`src/rtl/axil_master_queued_pkg.sv`:
```
// axil_master_queued_pkg: shared state encodings, response codes and counter helpers
package axil_master_queued_pkg;
  localparam int CNT_W = 16;
  localparam logic [1:0] RESP_OKAY   = 2'b00;
  localparam logic [1:0] RESP_EXOKAY = 2'b01;
  localparam logic [1:0] RESP_SLVERR = 2'b10;
  localparam logic [1:0] RESP_DECERR = 2'b11;
  typedef enum logic [1:0] {W_IDLE = 2'd0, W_XFER = 2'd1, W_RESP = 2'd2} wr_state_t;
  typedef enum logic [1:0] {R_IDLE = 2'd0, R_ADDR = 2'd1, R_DATA = 2'd2} rd_state_t;
  function automatic logic [CNT_W-1:0] sat_inc(input logic [CNT_W-1:0] c);
    return &c ? c : c + 1'b1;
  endfunction
endpackage

```
`src/rtl/axil_cmd_fifo.sv`:
```
// axil_cmd_fifo: synchronous command FIFO with wrap-bit pointers and registered flags
module axil_cmd_fifo #(
  parameter int W = 8,
  parameter int DEPTH = 4
) (
  input  logic         clk,
  input  logic         rst,
  input  logic         push,
  input  logic [W-1:0] din,
  input  logic         pop,
  output logic [W-1:0] dout,
  output logic         full,
  output logic         empty
);
  localparam int AW = $clog2(DEPTH);
  logic [W-1:0] mem [DEPTH];
  logic [AW:0] wp, rp, wp_n, rp_n;
  assign wp_n = wp + (AW+1)'(push && !full);
  assign rp_n = rp + (AW+1)'(pop && !empty);
  assign dout = mem[rp[AW-1:0]];
  // pointers and flags; full holds high through reset so upstream ready stays low until release
  always_ff @(posedge clk or posedge rst)
    if (rst) begin
      wp <= '0;
      rp <= '0;
      full <= 1'b1;
      empty <= 1'b1;
    end else begin
      wp <= wp_n;
      rp <= rp_n;
      empty <= wp_n == rp_n;
      full <= wp_n == {~rp_n[AW], rp_n[AW-1:0]};
    end
  // entry storage, written only when the push is actually accepted
  always_ff @(posedge clk)
    if (push && !full) mem[wp[AW-1:0]] <= din;
endmodule

```
`src/rtl/axil_master_queued.sv`:
```
// axil_master_queued: AXI-Lite master with independent queued write and read command paths
module axil_master_queued
  import axil_master_queued_pkg::*;
#(
  parameter int AXI_DATA_WIDTH = 32,
  parameter int AXI_ADDR_WIDTH = 32,
  parameter int FIFO_DEPTH = 4
) (
  input  logic                        aclk,
  input  logic                        areset,
  input  logic                        wr_valid,
  output logic                        wr_ready,
  input  logic [AXI_ADDR_WIDTH-1:0]   wr_addr,
  input  logic [AXI_DATA_WIDTH-1:0]   wr_data,
  input  logic [AXI_DATA_WIDTH/8-1:0] wr_strb,
  output logic                        wr_done,
  output logic [1:0]                  wr_error,
  input  logic                        rd_valid,
  output logic                        rd_ready,
  input  logic [AXI_ADDR_WIDTH-1:0]   rd_addr,
  output logic                        rd_done,
  output logic [AXI_DATA_WIDTH-1:0]   rd_data,
  output logic [1:0]                  rd_error,
  output logic [CNT_W-1:0]            wr_err_cnt,
  output logic [CNT_W-1:0]            rd_err_cnt,
  output logic [AXI_ADDR_WIDTH-1:0]   m_axil_awaddr,
  output logic                        m_axil_awvalid,
  input  logic                        m_axil_awready,
  output logic [AXI_DATA_WIDTH-1:0]   m_axil_wdata,
  output logic [AXI_DATA_WIDTH/8-1:0] m_axil_wstrb,
  output logic                        m_axil_wvalid,
  input  logic                        m_axil_wready,
  input  logic [1:0]                  m_axil_bresp,
  input  logic                        m_axil_bvalid,
  output logic                        m_axil_bready,
  output logic [AXI_ADDR_WIDTH-1:0]   m_axil_araddr,
  output logic                        m_axil_arvalid,
  input  logic                        m_axil_arready,
  input  logic [AXI_DATA_WIDTH-1:0]   m_axil_rdata,
  input  logic [1:0]                  m_axil_rresp,
  input  logic                        m_axil_rvalid,
  output logic                        m_axil_rready
);
  localparam int WW = AXI_ADDR_WIDTH + AXI_DATA_WIDTH + AXI_DATA_WIDTH/8;
  wr_state_t w_state;
  rd_state_t r_state;
  logic wf_full, wf_empty, wf_pop, rf_full, rf_empty, rf_pop;
  logic [WW-1:0] wf_dout;
  logic [AXI_ADDR_WIDTH-1:0] rf_dout;
  assign wr_ready = !wf_full;
  assign rd_ready = !rf_full;
  assign wf_pop = w_state == W_IDLE && !wf_empty;
  assign rf_pop = r_state == R_IDLE && !rf_empty;
  assign m_axil_bready = w_state == W_RESP;
  assign m_axil_rready = r_state == R_DATA;
  axil_cmd_fifo #(.W(WW), .DEPTH(FIFO_DEPTH)) u_wr_fifo (
    .clk(aclk), .rst(areset), .push(wr_valid), .din({wr_addr, wr_data, wr_strb}),
    .pop(wf_pop), .dout(wf_dout), .full(wf_full), .empty(wf_empty)
  );
  axil_cmd_fifo #(.W(AXI_ADDR_WIDTH), .DEPTH(FIFO_DEPTH)) u_rd_fifo (
    .clk(aclk), .rst(areset), .push(rd_valid), .din(rd_addr),
    .pop(rf_pop), .dout(rf_dout), .full(rf_full), .empty(rf_empty)
  );
  // write path: pop a command, drive AW and W together, then collect B
  always_ff @(posedge aclk or posedge areset)
    if (areset) begin
      w_state <= W_IDLE;
      m_axil_awvalid <= 1'b0;
      m_axil_wvalid <= 1'b0;
      m_axil_awaddr <= '0;
      m_axil_wdata <= '0;
      m_axil_wstrb <= '0;
      wr_done <= 1'b0;
      wr_error <= RESP_OKAY;
      wr_err_cnt <= '0;
    end else begin
      wr_done <= 1'b0;
      case (w_state)
        W_IDLE: if (!wf_empty) begin
          w_state <= W_XFER;
          m_axil_awvalid <= 1'b1;
          m_axil_wvalid <= 1'b1;
          {m_axil_awaddr, m_axil_wdata, m_axil_wstrb} <= wf_dout;
        end
        W_XFER: begin
          if (m_axil_awready) m_axil_awvalid <= 1'b0;
          if (m_axil_wready) m_axil_wvalid <= 1'b0;
          if ((!m_axil_awvalid || m_axil_awready) && (!m_axil_wvalid || m_axil_wready)) w_state <= W_RESP;
        end
        W_RESP: if (m_axil_bvalid) begin
          w_state <= W_IDLE;
          wr_done <= 1'b1;
          wr_error <= m_axil_bresp;
          if (m_axil_bresp != RESP_OKAY) wr_err_cnt <= sat_inc(wr_err_cnt);
        end
        default: w_state <= W_IDLE;
      endcase
    end
  // read path: pop a command, drive AR, then collect R
  always_ff @(posedge aclk or posedge areset)
    if (areset) begin
      r_state <= R_IDLE;
      m_axil_arvalid <= 1'b0;
      m_axil_araddr <= '0;
      rd_done <= 1'b0;
      rd_data <= '0;
      rd_error <= RESP_OKAY;
      rd_err_cnt <= '0;
    end else begin
      rd_done <= 1'b0;
      case (r_state)
        R_IDLE: if (!rf_empty) begin
          r_state <= R_ADDR;
          m_axil_arvalid <= 1'b1;
          m_axil_araddr <= rf_dout;
        end
        R_ADDR: if (m_axil_arready) begin
          r_state <= R_DATA;
          m_axil_arvalid <= 1'b0;
        end
        R_DATA: if (m_axil_rvalid) begin
          r_state <= R_IDLE;
          rd_done <= 1'b1;
          rd_data <= m_axil_rdata;
          rd_error <= m_axil_rresp;
          if (m_axil_rresp != RESP_OKAY) rd_err_cnt <= sat_inc(rd_err_cnt);
        end
        default: r_state <= R_IDLE;
      endcase
    end
endmodule

```
`config.mk`:
```
export PLATFORM = sky130hd
export DESIGN_NAME = axil_master_queued
export DESIGN_NICKNAME = d
export VERILOG_FILES = /design/src/rtl/axil_master_queued_pkg.sv /design/src/rtl/axil_cmd_fifo.sv /design/src/rtl/axil_master_queued.sv
export SDC_FILE = /design/constraint.sdc
export NUM_CORES = 1
export LEC_CHECK = 0
export ABC_AREA = 0
export CAP_MARGIN = 10
export CORE_AREA = 2 2 198 239
export DETAILED_ROUTE_END_ITERATION = 12
export DIE_AREA = 0 0 200 241
export HOLD_SLACK_MARGIN = 0.1
export PLACE_DENSITY = 0.84
export SYNTH_ARGS = -nofsm -noshare
export SYNTH_HDL_FRONTEND = slang
export SYNTH_SLANG_ARGS = --single-unit
```
`constraint.sdc`:
```
create_clock -name aclk -period 6.4 [get_ports aclk]
set_clock_uncertainty 0.1 [all_clocks]
set_input_delay 0.64 -clock aclk [delete_from_list [all_inputs] [get_ports aclk]]
set_output_delay 0.64 -clock aclk [all_outputs]
set_load 0.01 [all_outputs]
```
After elaboration in Yosys (flattened, before gate mapping) --
Memories as Yosys holds them, arrays and structs flattened. A register that Yosys moved wholly into a read port is not among the register bits. Index checks and enable logic that the tools add are counted.
Storage, ports and cells: bits in registers 93, memory bits (writable) 400, input port bits 145, output and inout bits 177, logic and storage cells 108, memories 2
Operators by class: $add $sub $neg 6, eq/ne operators 16, muxes and demuxes 24, bitwise logic cells 6, reductions and logical operators 34
Memory list:
- u_wr_fifo.mem | depth 4, bits a word 68, read ports 1, clocked after memory_dff 1, write ports 1, line axil_cmd_fifo.sv:16 | logic [W-1:0] mem [DEPTH];
- u_rd_fifo.mem | depth 4, bits a word 32, read ports 1, clocked after memory_dff 1, write ports 1, line axil_cmd_fifo.sv:16
Operators with widths (count):
- $add A16 B1 Y16 const B | 2
- $reduce_and A16 Y1 | 2
- $ne A2 B2 Y1 const B | 8
- $reduce_and A3 Y1 | 5
- $mux W1 | 13
- $add A3 B1 Y3 | 4
- $eq A3 B3 Y1 | 4
- $mux W2 | 6
- $pmux W2 S3 | 2
- $reduce_and A2 Y1 | 4
- $reduce_and A4 Y1 | 2
- $reduce_bool A2 Y1 | 4
- $logic_and A1 B1 Y1 | 7
- $logic_not A1 Y1 | 6
- $not A1 Y1 | 6
- $pmux W1 S2 | 3
- $eq A2 B1 Y1 const B | 2
- $eq A2 B2 Y1 const B | 2
- $logic_not A2 Y1 | 2
- $logic_or A1 B1 Y1 | 2

Longest topological paths before layout --
Gate-level depths: netlist of the first run.
depth after elaboration 6, mapped depth 9, depth with buffers taken out 6

Hierarchy --
Synthesis of the first run repeated with hierarchy kept, for this count alone.
Second synthesis, totals: cells, all modules 1145, area total of the unflattened synthesis 22444.0 um^2
Modules (own cells, without submodules):
- axil_cmd_fifo at u_wr_fifo | instances 1, cells each 385, area an instance 10196.0 um^2, seq. area each 8370.5 um^2
- axil_master_queued | instances 1, cells each 564, area an instance 7229.4 um^2, seq. area each 4429.2 um^2
- axil_cmd_fifo at u_rd_fifo | instances 1, cells each 196, area an instance 5018.6 um^2, seq. area each 4046.4 um^2

Worst setup path after synthesis of the first run --
OpenSTA, ideal clock, no wires.
path kind input to register, start in wr_valid, end mem u_wr_fifo.mem[0][0] (netlist bit) (enable), library setup time 0.591 ns, data arrival time 5.871 ns, data required time 5.709 ns, slack -0.162 ns, cell stages on the path 2, buffers on the path 0, cell sequence nor2b_1 > nor3b_1
Between the ends: word-level cells in the longest chain between the ends 3
RTL lines:
- start, declared | line axil_master_queued.sv:11 | input logic wr_valid,
- $logic_and A1 B1 Y1 | line axil_cmd_fifo.sv:36 | if (push && !full) mem[wp[AW-1:0]] <= din;
- $mux W1 | line axil_cmd_fifo.sv:36
- $mux W1 (implied by the code) | line axil_cmd_fifo.sv:36
- end, declared | line axil_cmd_fifo.sv:16
No other way between the ends.

==> results.md, run 1 <==
Outcome:
- The run finished with clean final reports.

Logic synthesis:
- Counting distinct cell types in the post-synthesis netlist gives between 40 and 50.
- The summed instance area of the synthesized netlist is 0.02218 mm2.
- The synthesized area per cell is between 15 and 20 um2.
- In this run, synthesis produced a sequential element count of approximately 590.
- Yosys mapped a number of flops with a built-in enable equal to 400.
- The proportion of register bits with asynchronous set or reset after synthesis is 0.3255.
- The share of synthesized area in the top cell type comes to 0.5416.
- For this run, the register share of the synthesized area comes to 0.7596.
- The net count after synthesis is 1,286.
- The flip-flop cell with the highest count after synthesis is sky130_fd_sc_hd__edfxtp_1.
- The cell type contributing the most total cell area after synthesis is sky130_fd_sc_hd__edfxtp_1.
- Ranked by total cell area, the synthesized netlist is headed by sky130_fd_sc_hd__edfxtp_1 (54%), sky130_fd_sc_hd__dfrtp_1 (21%), sky130_fd_sc_hd__mux4_2 (10%).
- The count of mapped cells out of synthesis is around 1,100.
- For this run, the number of Yosys warnings is 0.

STA:
- The number of hold violations in the final report is 0.
- Setup violations remaining at the end of the flow were counted as 0.
- The part of the cycle the worst path needs is 0.4352.
- The transition time at the pin with the least slew margin is 1127 ps.
- Setup repair after global routing left no endpoint under its margin.
- Static timing analysis puts the maximum clock frequency at 0.3590 GHz.
- The worst path in the final design needs a cycle of approximately 2800 ps, including I/O delays and setup.
- Summed over all failing endpoints, the final setup total negative slack is 0 ps.
- The headroom to the max-slew limit is 0.2481.
- The final number of max-transition violations is 0.

Drt:
- The number of remaining DRC errors is 0.
- The total via count after detailed routing is approximately 11,000.
- The iteration-0 DRC count of the detailed router is between 500 and 600.
- The detail route stage leaves a number of antenna-violating nets equal to 0.
- The average via count per standard cell is 5.346.
- The detailed-route wire length is approximately 46,000 um.
- Dividing the detail-routed wire length by the instance count gives 21.59 um.
- The number of optimization iterations in the first detailed-route pass is 5.

Clock tree:
- The TritonCTS buffer count is 57.
- Gates resized during post-CTS repair numbered 0.
- The tree built by TritonCTS fans out to 593 sinks.
- The number of levels in the clock H-tree is 2.
- The number of post-CTS setup repair buffers is 0.
- The register clock-pin slew on the reported worst setup and hold paths is 60 ps.
- Buffers inserted to repair hold after CTS numbered 0.
- The CTS root buffer is sky130_fd_sc_hd__clkbuf_16.
- The insertion delay to the later sink of the worst-skew pair is ~600 ps.
- The clock tree buffer depth is 3.
- TritonCTS built the clock tree.

Placed design:
- Port buffering added 321 buffers.
- The HPWL after detailed placement is about 28,000 um.
- At the end of routability-driven placement, the weighted congestion stood at 0.7671.
- The placed instances occupy a cell area of approximately 0.026 mm2.

Layout:
- The library cell used most frequently in the layout, excluding fill and tap cells, is sky130_fd_sc_hd__edfxtp_1.
- The layout overhead on the synthesized area is 26.27%.
- At the end of the flow, the number of nets in the layout was 1,638.
- Of the cells placed in the final design, the portion with a size suffix greater than 1 is 0.2190.
- The core occupancy in the finished layout is 0.6123.
- The final design area excluding fillers is 0.02800 mm2.
- Leaving out fill and tap cells, the most frequent cells in the layout are sky130_fd_sc_hd__edfxtp_1 (400), sky130_fd_sc_hd__clkdlybuf4s50_1 (321), sky130_fd_sc_hd__dfrtp_1 (186).

Power and ir drop:
- The net switching power is around 3.7 mW.
- The highest ir drop seen on vdd is 0.0002786 V.
- The share of total power dissipated in the clock network is 0.249.
- The power density over the cells is 465.9 mW/mm2.
- For this design the static power due to leakage is approximately 10 nW.
- Of the total power, the share spent switching nets is 0.2860.
- The internal portion of the total power is a little over 9 mW.
- The share of total power dissipated in sequential elements is 0.448.
- The share of total power dissipated in combinational logic is 0.303.

Worst setup path:
- In this run the register-to-register setup slack is 3610 ps.
- Traced cell by cell, the critical path runs through buf_4, mux4_2, mux2_2.
- Counting both buffers and inverters, the worst setup path holds a total of 1.
- The kind of start point of the critical path is a flop.
- The maximum fanout along the worst path is 37.
- The delay contributed by the slowest stage of the critical path is between 900 and 1000 ps.
- The category of the most critical setup path is reg -> reg.
- In this design, the largest share of critical-path delay is due to flip-flops.
- At the worst endpoint, the required time is ~6800 ps.
- The endpoint type of the worst setup path is a flop.
- The number of cells on the worst reg-to-reg path is 3.
- At the worst endpoint, the arrival time is approximately 3200 ps.
- The slowest stage of the critical path is the sky130_fd_sc_hd__dfrtp_4 cell.
- In this run the critical register-to-register path is captured at m_axil_wdata[6].
- In this run the critical register-to-register path is launched from u_wr_fifo.rp[0].

Global routing:
- The first-pass GRT wire length is ~70,000 um.
- In the global route stage, overall resource usage came out at 0.1951.
- The largest net degree at the start of global routing is 82.
- Summed over all layers, the global routing overflow is 0.
- The number of global-route vias before repair was roughly 12,000.
- The number of antenna violations at the first check in global routing was 4.

Worst hold path:
- The startpoint identified for the worst hold timing path is u_rd_fifo.rp[2].
- For hold timing, the worst endpoint is u_rd_fifo.rp[2].
- Along the worst hold path, the cell count comes to 1.
- The tightest min-delay check is of the reg -> reg type.

Die:
- The initial standard-cell utilization of the core is 0.4849.
- The width of the die is 200 um.
- During I/O placement, the number of pins put on the boundary was between 300 and 400.
- From bottom edge to top edge, the die measures roughly 240 um.
- The cell row count is 86.
- The full die area is between 0.04 and 0.05 mm2.
- The area of the core is around 0.046 mm2.

Run:
- The count of max-cap constraint violations is 0.
layer usage:
metal  track usage  routed length (um)  up-vias
li1              -                   -     5089
met1        0.2413               18070     5951
met5             0                  16        -
met3       0.04164                2489      102
met2        0.3353               24140      345
met4       0.07924                1677        2
synth_stat cells, types with 2 or more instances:
master / instances
sky130_fd_sc_hd__mux4_2: 100
sky130_fd_sc_hd__buf_2: 20
sky130_fd_sc_hd__o21ai_0: 4
sky130_fd_sc_hd__and3b_1: 2
sky130_fd_sc_hd__mux2_2: 101
sky130_fd_sc_hd__nor3_1: 7
sky130_fd_sc_hd__nand2_1: 120
sky130_fd_sc_hd__dfrtp_1: 189
sky130_fd_sc_hd__clkbuf_1: 15
sky130_fd_sc_hd__ha_1: 10
sky130_fd_sc_hd__nand3b_1: 2
sky130_fd_sc_hd__xnor2_1: 12
sky130_fd_sc_hd__edfxtp_1: 400
sky130_fd_sc_hd__nand4_2: 2
sky130_fd_sc_hd__nor4b_2: 2
sky130_fd_sc_hd__nor4b_1: 2
sky130_fd_sc_hd__inv_1: 13
sky130_fd_sc_hd__nor2_1: 15
sky130_fd_sc_hd__nor4_1: 12
sky130_fd_sc_hd__a21oi_1: 4
sky130_fd_sc_hd__nand3_1: 14
sky130_fd_sc_hd__or2_2: 2
sky130_fd_sc_hd__nand4_1: 6
sky130_fd_sc_hd__dfstp_2: 4
sky130_fd_sc_hd__nor2b_1: 6
sky130_fd_sc_hd__nor3_2: 3
sky130_fd_sc_hd__nor3b_1: 4
sky130_fd_sc_hd__buf_6: 3
sky130_fd_sc_hd__and3_1: 4
sky130_fd_sc_hd__and4_1: 4
sky130_fd_sc_hd__nor4_2: 2
sky130_fd_sc_hd__xor2_1: 28
sky130_fd_sc_hd__buf_1: 5
state kept, by name, indices dropped and copies added (netlist names), 2 cells and up:
register       flops
u_wr_fifo.mem    272
u_rd_fifo.mem    128
m_axil_araddr     32
m_axil_awaddr     32
m_axil_wdata      32
rd_data           32
rd_err_cnt        16
wr_err_cnt        16
m_axil_wstrb       4
u_rd_fifo.rp       3
u_rd_fifo.wp       3
u_wr_fifo.rp       3
u_wr_fifo.wp       3
r_state            2
rd_error           2
w_state            2
wr_error           2
cell type report:
cell class              instances  area [um2]
well taps                     616       770.7
repair buffers                337        3366
fillers                      3169       17730
flip-flops and latches        593       16850
clock inverters                23       214.0
diodes                          3       7.507
inverters                      14       60.06
multi-input cells             480        5114
clock buffers                  83        1615
metrics by stage:
stage / power (mW) / cells / setup WS (ps) / hold WS [ps]
2_1_floorplan: 8.106 / 1131 / 411.1 / 346.5
3_3_place_gp: 9.753 / 2039 / 2964 / 358.7
3_5_place_dp: 9.907 / 2039 / 2829 / 366.1
4_1_cts: 13.22 / 2145 / 3379 / 378.7
5_1_grt: 13.68 / 2148 / 3368 / 396.7
6_report: 13.05 / 2149 / 3615 / 371.0
cell families (layout without fill, tap and decap cells):
| kind of cell | Yosys count | count (layout) | synth area share |
|---|---|---|---|
| other cells | 0 | 3 | 0 |
| buf+inv | 58 | 457 | 0.01213 |
| xor+xnor | 40 | 40 | 0.01580 |
| simple gates | 216 | 216 | 0.04988 |
| compound gates | 12 | 12 | 0.003386 |
| mux | 202 | 202 | 0.1535 |
| fa+ha+maj | 10 | 10 | 0.005642 |
| flops | 593 | 593 | 0.7596 |
worst reg2reg max path: cells and delay by family (launching register included):
kind	cells	cell delay, ps
flip-flops	1	920
multiplexers	2	970
buffers and inverters	1	690
power groups by stage:
stage                     combinational (mW)  sequential (mW)  clock [mW]
after floorplan                         2.26             5.84           0
after global placement                  3.89             5.87           0
after detailed placement                3.99             5.92           0
after CTS                               4.02             5.86        3.34
after global routing                    4.24             5.96        3.49
final                                   3.95             5.84        3.25
worst max-delay path by stage:
stage	startpoint	to	slack (ps)	cells after the start
global route	u_wr_fifo.rp[0]	m_axil_wdata[13]	3370	3
finish	u_wr_fifo.rp[0]	m_axil_wdata[6]	3610	3
detailed placement	m_axil_rvalid	rd_err_cnt[11]	2830	7
CTS	r_state[0]	rd_err_cnt[11]	3380	6
floorplan	areset	m_axil_araddr[0]	410	1
global placement	m_axil_rvalid	rd_err_cnt[13]	2960	7
(Power assumes the default switching activity.)
==> inputs of run 2 (changes only) <==
CORE_AREA = 2 2 188 227   (was 2 2 198 239)
DIE_AREA = 0 0 190 229   (was 0 0 200 241)
PLACE_DENSITY = 0.88   (was 0.84)
clock period = 2.8 ns   (was 6.4 ns; I/O delays follow)
==> run 2 against run 1 <==
  * Sequential cell count is the same
  * Largest power group unchanged
  * Die area shrank 9.7%
  * Hold slack lost 240 ps
  * Highest routed layer unchanged
  * Combinational power grew 150%
  * Global-route usage grew 3.6 points
  * Worst setup slack lost 3200 ps
  * Critical path depth is the same
  * Non-clock buffer count grew 33
  * Routed wire length grew 7.3%
  * Clock-buffer cell count shrank 14
  * Clock power grew 140%
==> results.md, run 2 (synthesis results as in run 1) <==
Clock tree:
- The TritonCTS buffer count is 54.
- The TritonCTS clock tree is yes.
- Clock latency on the worst-skew pair, taken at its later pin, is ~610 ps.
- The number of post-CTS setup repair buffers is 0.
- The number of sinks handled by clock tree synthesis is 593.
- Clock-pin slew was measured on the worst setup and hold paths at ~70 ps.
- Counting along the longest clock path gives a buffer depth of 3.
- The clock tree synthesis step divided the H-tree into 2 levels.
- The tree is rooted in a sky130_fd_sc_hd__clkbuf_16.

Worst hold path:
- The worst hold path belongs to the class in -> reg.

Worst setup path:
- The critical path goes through nand2b_1, inv_1, clkdlybuf4s50_1.
- The endpoint type of the worst setup path is an output port.
- The worst setup slack for register-to-register paths is just under 600 ps.
- At the worst endpoint, the required time is ~2400 ps.
- The largest individual stage delay along the critical path comes from the cell sky130_fd_sc_hd__clkdlybuf4s50_1.
- Along the worst path, the maximum fanout reaches 7.
- On the worst path, the slowest cell contributes a delay of ~600 ps.
- The category of the most critical setup path is reg -> out.
- Data arrives at the worst endpoint at a little under 2000 ps.
- STA classifies the critical path startpoint as a flop.

STA:
- The final count of negative-setup-slack endpoints is 0.
- The number of hold violations in the final report is 0.
- The part of the cycle the worst path needs is 0.8347.
- Static timing analysis puts the maximum clock frequency at 0.4279 GHz.
- The final number of max-transition violations is 0.
- For the pin with the worst max-slew slack, the measured transition is 663.2 ps.
- The sum of negative setup slack is 0 ps.
- The headroom to the max-slew limit is 0.5568.
- Setup repair after global routing left no endpoint under its margin.
- The clock period minus final worst setup slack is 2337 ps.

Power and ir drop:
- The highest ir drop seen on vdd is between 0.0008 and 0.0009 V.
- The sequential share of power is 0.435.
- The fraction of power consumed by combinational cells is 0.315.
- The net switching power is roughly 9.0 mW.
- Of the total power, the share spent switching nets is 0.2913.
- The share of total power dissipated in the clock network is 0.250.
- The power density over the cells is roughly 1100 mW/mm2.
- Internal power comes to about 22 mW.
- The static power due to leakage is approximately 10 nW.

Layout:
- In the final layout, the multi-input gates occupy ~0.005 mm2.
- The register with the most flip-flops in the layout has about 270 of them.
- The most frequent standard cell in the layout excluding fill and tap cells is sky130_fd_sc_hd__edfxtp_1.
- The library cells used most frequently in the layout, excluding fill and tap cells, are sky130_fd_sc_hd__edfxtp_1 (400), sky130_fd_sc_hd__clkdlybuf4s50_1 (321), sky130_fd_sc_hd__dfrtp_1 (186).
- The final layout contains around 1,700 nets.
- The layout has 2,475 filler cells.
- The fraction of final layout cells sized beyond drive strength 1 is 0.2335.
- Excluding fillers, the count of instances in the completed layout stands at about 2,100.
- Summing all flip-flop and latch instances after layout gives ~0.017 mm2.
- From synthesis to final layout, the design area changed by 28.28%.

Placed design:
- The post-placement cell count is around 2,000.
- The global placement routability congestion is between 0.8 and 0.9.
- The number of input and output port buffers inserted is 321.
- Detailed placement ended at an HPWL of roughly 32,000 um.

Drt:
- Dividing the detail-routed wire length by the instance count gives roughly 24 um.
- The iteration-0 DRC count of the detailed router is 1,046.
- The number of antenna-violating nets in the routed design is 0.
- For this run, the detailed router's first-pass iteration total came to 6.
- The total via count after detailed routing is between 10,000 and 15,000.
- For this run, design rule violations remaining after detail routing come to 0.
- The average via count per standard cell is approximately 5.6.
- The detailed-route wire length is around 50,000 um.

Global routing:
- The number of global-route vias before repair is about 13,000.
- The number of antenna violations at the first check in global routing came to 6.
- The largest net degree at the start of global routing is slightly above 80.
- The first-pass GRT wire length is around 76,000 um.
- The total overflow left after global routing is 0.
- The global-route usage over all layers is 0.2311.

Run:
- The count of max-cap constraint violations is 0.

Die:
- The full die area is 0.04351 mm2.
- The initial utilization of the core area, before any placement, comes to 0.5363.
- The floorplan step defined a core boundary enclosing 0.04135 mm2.
- Row generation in the floorplan step produced slightly above 80 rows.
- Measured along the y axis, the die boundary spans ~230 um.
- In this run the horizontal extent of the chip is approximately 190 um.
- around 320 I/O pins were placed.

Outcome:
- The flow ran to the end, and the final reports show no timing, DRC or antenna violations.
run 2: worst max-delay path, delay by kind of cell (launching register included):
family	cells	cell delay [ps]
flip-flops	1	470
AND/OR/NAND/NOR	1	200
buffers and inverters	2	680
run 2: cell type report:
cell class              count  area share
clock inverters            33     0.01443
multi-input cells         480      0.1802
flip-flops and latches    593      0.5925
diodes                      4   0.0003518
clock buffers              69     0.05159
well taps                 546     0.02401
repair buffers            370      0.1349
inverters                  14    0.001979
run 2: metal layers:
metal / global-route usage / share of wire / vias to the layer above
met2: 0.3999 / 0.53 / 458
li1: - / - / 5130
met1: 0.2884 / 0.37 / 6149
met4: 0.1042 / 0.044 / 4
met3: 0.03647 / 0.058 / 127
met5: 0 / 0.00056 / -
run 2: timing repair:
item / CTS / global route
hold buffers: 8 / 0
endpoints found under the hold margin: 21 / 0
resized for setup: 0 / 0
run 2: worst paths after layout:
check                                 startpoint                 to  cells past startpoint
worst max register to register     wr_err_cnt[1]      wr_err_cnt[1]                      6
worst max-delay path                  r_state[0]      m_axil_rready                      3
worst min register to register   u_wr_fifo.wp[2]    u_wr_fifo.wp[2]                      1
worst min-delay path            m_axil_rdata[14]        rd_data[14]                      3
max in group asynchronous                 areset  m_axil_araddr[14]                      4
min in group asynchronous                 areset     rd_err_cnt[10]                      4
run 2: metrics by stage:
stage / utilization / worst slack [ps] / power, mW / cell area [um2] / hold WS [ps]
2_1_floorplan: - / -67.16 / 18.53 / 22210 / 275.1
3_3_place_gp: 0.6404 / 530.6 / 22.63 / 26480 / 357.6
3_5_place_dp: 0.6404 / 497.3 / 23.17 / 26480 / 361.3
4_1_cts: 0.6878 / 430.8 / 31.06 / 28440 / 100.9
5_1_grt: 0.6880 / 355.2 / 32.11 / 28450 / 124.5
6_report: 0.6880 / 462.9 / 30.76 / 28450 / 133.8
run 2: power groups by stage:
stage	Clock, mW	Sequential [mW]	Combinational, mW
2_1_floorplan	0	13.3	5.19
3_3_place_gp	0	13.3	9.32
3_5_place_dp	0	13.5	9.67
4_1_cts	7.82	13.4	9.83
5_1_grt	8.16	13.6	10.3
6_report	7.70	13.4	9.69
==> inputs of run 3 (changes only) <==
CORE_AREA = 2 2 198 239   (was 2 2 188 227)
DIE_AREA = 0 0 200 241   (was 0 0 190 229)
PLACE_DENSITY = 0.84   (was 0.88)
clock period = 1.9 ns   (was 2.8 ns; I/O delays follow)
==> run 3 against run 2 <==
  * Critical endpoint is now m_axil_awaddr[31]
  * Via count up 4.8%
  * Design area up 4.3%
  * Sequential power up 43%
  * Power up 46%
  * Combinational power up 56%
  * First-iteration DRC count down 23%
  * Global-route usage down 1.9 points
  * Final cell count up 9.0%
  * Critical path type unchanged
  * Worst setup slack worse by 430 ps
  * Register-to-register slack worse by 530 ps
  * Clock-buffer cell count unchanged
==> results.md, run 3 (synthesis results as in run 1) <==
Power and ir drop:
- VDD sags by at most 0.001095 V.
- After layout, the design draws a total of 45.04 mW.
- For this design the static power due to leakage is approximately 11 nW.
- For this design the ratio of total power to cell area is approximately 1500 mW/mm2.

Clock tree:
- The root buffer cell chosen for the clock tree is sky130_fd_sc_hd__clkbuf_16.
- The number of levels in the clock H-tree is 2.
- TritonCTS created between 50 and 60 clock buffers.
- The later pin in the worst-skew pair is clocked with a latency of 600 ps.
- TritonCTS built the clock tree.
- The number of sinks handled by clock tree synthesis is 593.
- The clock tree buffer depth is 3.
- The register clock-pin slew on the reported worst setup and hold paths is approximately 60 ps.

Layout:
- The most frequent standard cell in the layout excluding fill and tap cells is sky130_fd_sc_hd__edfxtp_1.
- The fraction of final layout cells sized beyond drive strength 1 is 0.2570.
- The number of nets at the end of the flow is between 1,500 and 2,000.
- The top cell types in the final layout, fill and taps aside, are sky130_fd_sc_hd__edfxtp_1 (400), sky130_fd_sc_hd__clkdlybuf4s50_1 (278), sky130_fd_sc_hd__dfrtp_1 (180).
- Once layout is complete, the cells apart from fillers number 2,298.
- Relative to the synthesized area, the layout overhead comes to 33.82%.
- The register with the most flip-flops in the layout has about 270 of them.

Worst hold path:
- The launch instance of the worst min-delay path is wr_data[12].
- The sink of the worst hold path is u_wr_fifo.mem[0][16].
- The hold-critical path depth is 1.
- The type of the tightest min-delay check is in -> reg.

Die:
- The die is approximately 200 um wide.
- The initial utilization of the core area, before any placement, comes to 0.4849.
- between 300 and 400 I/O pins were placed.
- The area of the core is about 0.046 mm2.
- The cell row count is between 80 and 90.
- The full die area is 0.04820 mm2.
- In this run the vertical extent of the chip is roughly 240 um.

Placed design:
- The global placement routability congestion is approximately 0.81.
- The placed wire-length estimate is just over 30,000 um.
- The post-placement cell count is ~2,100.
- Input and output buffers added on the ports amount to 321.

Worst setup path:
- STA classifies the critical path endpoint as an output port.
- The kind of start point of the critical path is a flop.
- On the critical path the largest part of the delay comes from buffers and inverters.
- The critical path buffer and inverter count is 1.
- For this run, the slowest stage of the critical path takes 580 ps.
- The worst endpoint required time is 1610 ps.
- The arrival time of data at the critical path endpoint is about 1600 ps.
- Traced cell by cell, the critical path runs through clkdlybuf4s50_1.
- The endpoint of the lowest-slack register-to-register path is rd_err_cnt[8].
- The start of the worst register-to-register path is rd_err_cnt[11].
- The logic depth of the worst register-to-register path is 7.
- The library cell contributing the largest single delay on the critical path is sky130_fd_sc_hd__clkdlybuf4s50_1.
- Of all nets on the critical path, the largest fanout is 2.
- The worst register-to-register path has a setup slack of about 60 ps.
- By startpoint and endpoint, the worst setup path is classified as reg -> out.

Drt:
- The detailed-route wire length is between 50,000 and 60,000 um.
- The iteration-0 DRC count of the detailed router is roughly 800.
- The first TritonRoute pass finished after 5 iterations.
- The total via count after detailed routing is between 10,000 and 15,000.
- The routed wire length per instance is approximately 22 um.
- The average via count per standard cell is about 5.4.
- The number of remaining DRC errors is 0.
- The number of antenna-violating nets in the routed design is 0.

STA:
- The final number of max-transition violations is 0.
- The headroom to the max-slew limit is 0.6258.
- The worst hold margin is ~130 ps.
- Derived from the worst setup path, the maximum achievable clock frequency is 0.5353 GHz.
- The clock period minus final worst setup slack is about 1900 ps.
- Setup repair after global routing could not meet its margin everywhere.
- Of the available clock period, the critical path in the final layout requires 0.9832.
- The final count of negative-setup-slack endpoints is 0.
- For the pin with the worst max-slew slack, the measured transition is between 500 and 600 ps.
- The number of hold violations in the final report is 0.
- Adding up every negative setup slack in the final design gives 0 ps.

Global routing:
- The global-route usage over all layers is 0.2124.
- The largest net degree at the start of global routing is 48.
- The number of global-route vias before repair came to 13,510.
- The first-pass GRT wire length is roughly 77,000 um.
- The number of antenna violations at the first check in global routing is 2.
- The total grt overflow is 0.

Outcome:
- The run finished with clean final reports.

Run:
- The tool flagged a number of max-cap violations equal to 0.
==> run 3: cell types whose count changed in the layout (fill, tap and decap cells not counted), moves of 9 or more <==
cell,before,now
sky130_fd_sc_hd__buf_4,22,61
sky130_fd_sc_hd__clkdlybuf4s50_1,321,278
sky130_fd_sc_hd__dlygate4sd2_1,0,32
sky130_fd_sc_hd__dlygate4sd3_1,8,83
sky130_fd_sc_hd__dlymetal6s2s_1,0,9
==> run 3: worst max-delay path by stage <==
stage / slack [ps] / end / depth (start not counted) / from
after detailed placement: -30 / u_wr_fifo.full / 7 / wr_valid
after global placement: 50 / u_wr_fifo.full / 7 / wr_valid
after CTS: 3 / m_axil_araddr[16] / 1 / m_axil_araddr[16]
final: 30 / m_axil_awaddr[31] / 1 / m_axil_awaddr[31]
after floorplan: -900 / u_wr_fifo.mem[0][0] / 2 / u_wr_fifo.full
after global routing: -10 / wr_err_cnt[1] / 5 / m_axil_bresp[1]
==> run 3: layout make-up <==
| class | count | area [um2] |
|---|---|---|
| diodes | 1 | 2.502 |
| clock buffers | 69 | 1479 |
| clock inverters | 35 | 310.3 |
| fillers | 2934 | 16050 |
| inverters | 14 | 56.30 |
| multi-input cells | 480 | 5230 |
| flip-flops and latches | 593 | 16860 |
| well taps | 616 | 770.7 |
| repair buffers | 490 | 4966 |
==> run 3: stage by stage <==
step / setup WS [ps] / util / cell area (um2)
finish: 31.85 / 0.6489 / 29680
detailed placement: -29.94 / 0.5867 / 26830
floorplan: -902.2 / - / 22300
CTS: 3.427 / 0.6456 / 29520
global route: -14.45 / 0.6489 / 29680
global placement: 47.52 / 0.5867 / 26830
==> run 3: power breakdown <==
group          internal [mW]  total (mW)  switching [mW]
sequential              17.5        19.1            1.63
combinational           8.40        15.1            6.75
clock                   5.98        10.8            4.80
total                   31.9        45.0            13.2
==> run 3: what timing repair did <==
action | CTS | global route
setup buffers | 14 | 7
gates cloned | 0 | 1
gates resized for setup | 42 | 23
setup endpoints to repair | 46 | 38
hold endpoints to repair | 255 | 0
pin swaps | 0 | 5
hold buffers | 83 | 0
==> run 3: layer usage <==
metal | up-vias | global-route usage | wire, um
li1 | 5382 | - | -
met1 | 6477 | 0.2522 | 18860
met2 | 458 | 0.3783 | 27040
met3 | 124 | 0.03438 | 2745
met4 | 2 | 0.1003 | 2058
met5 | - | 0 | 13
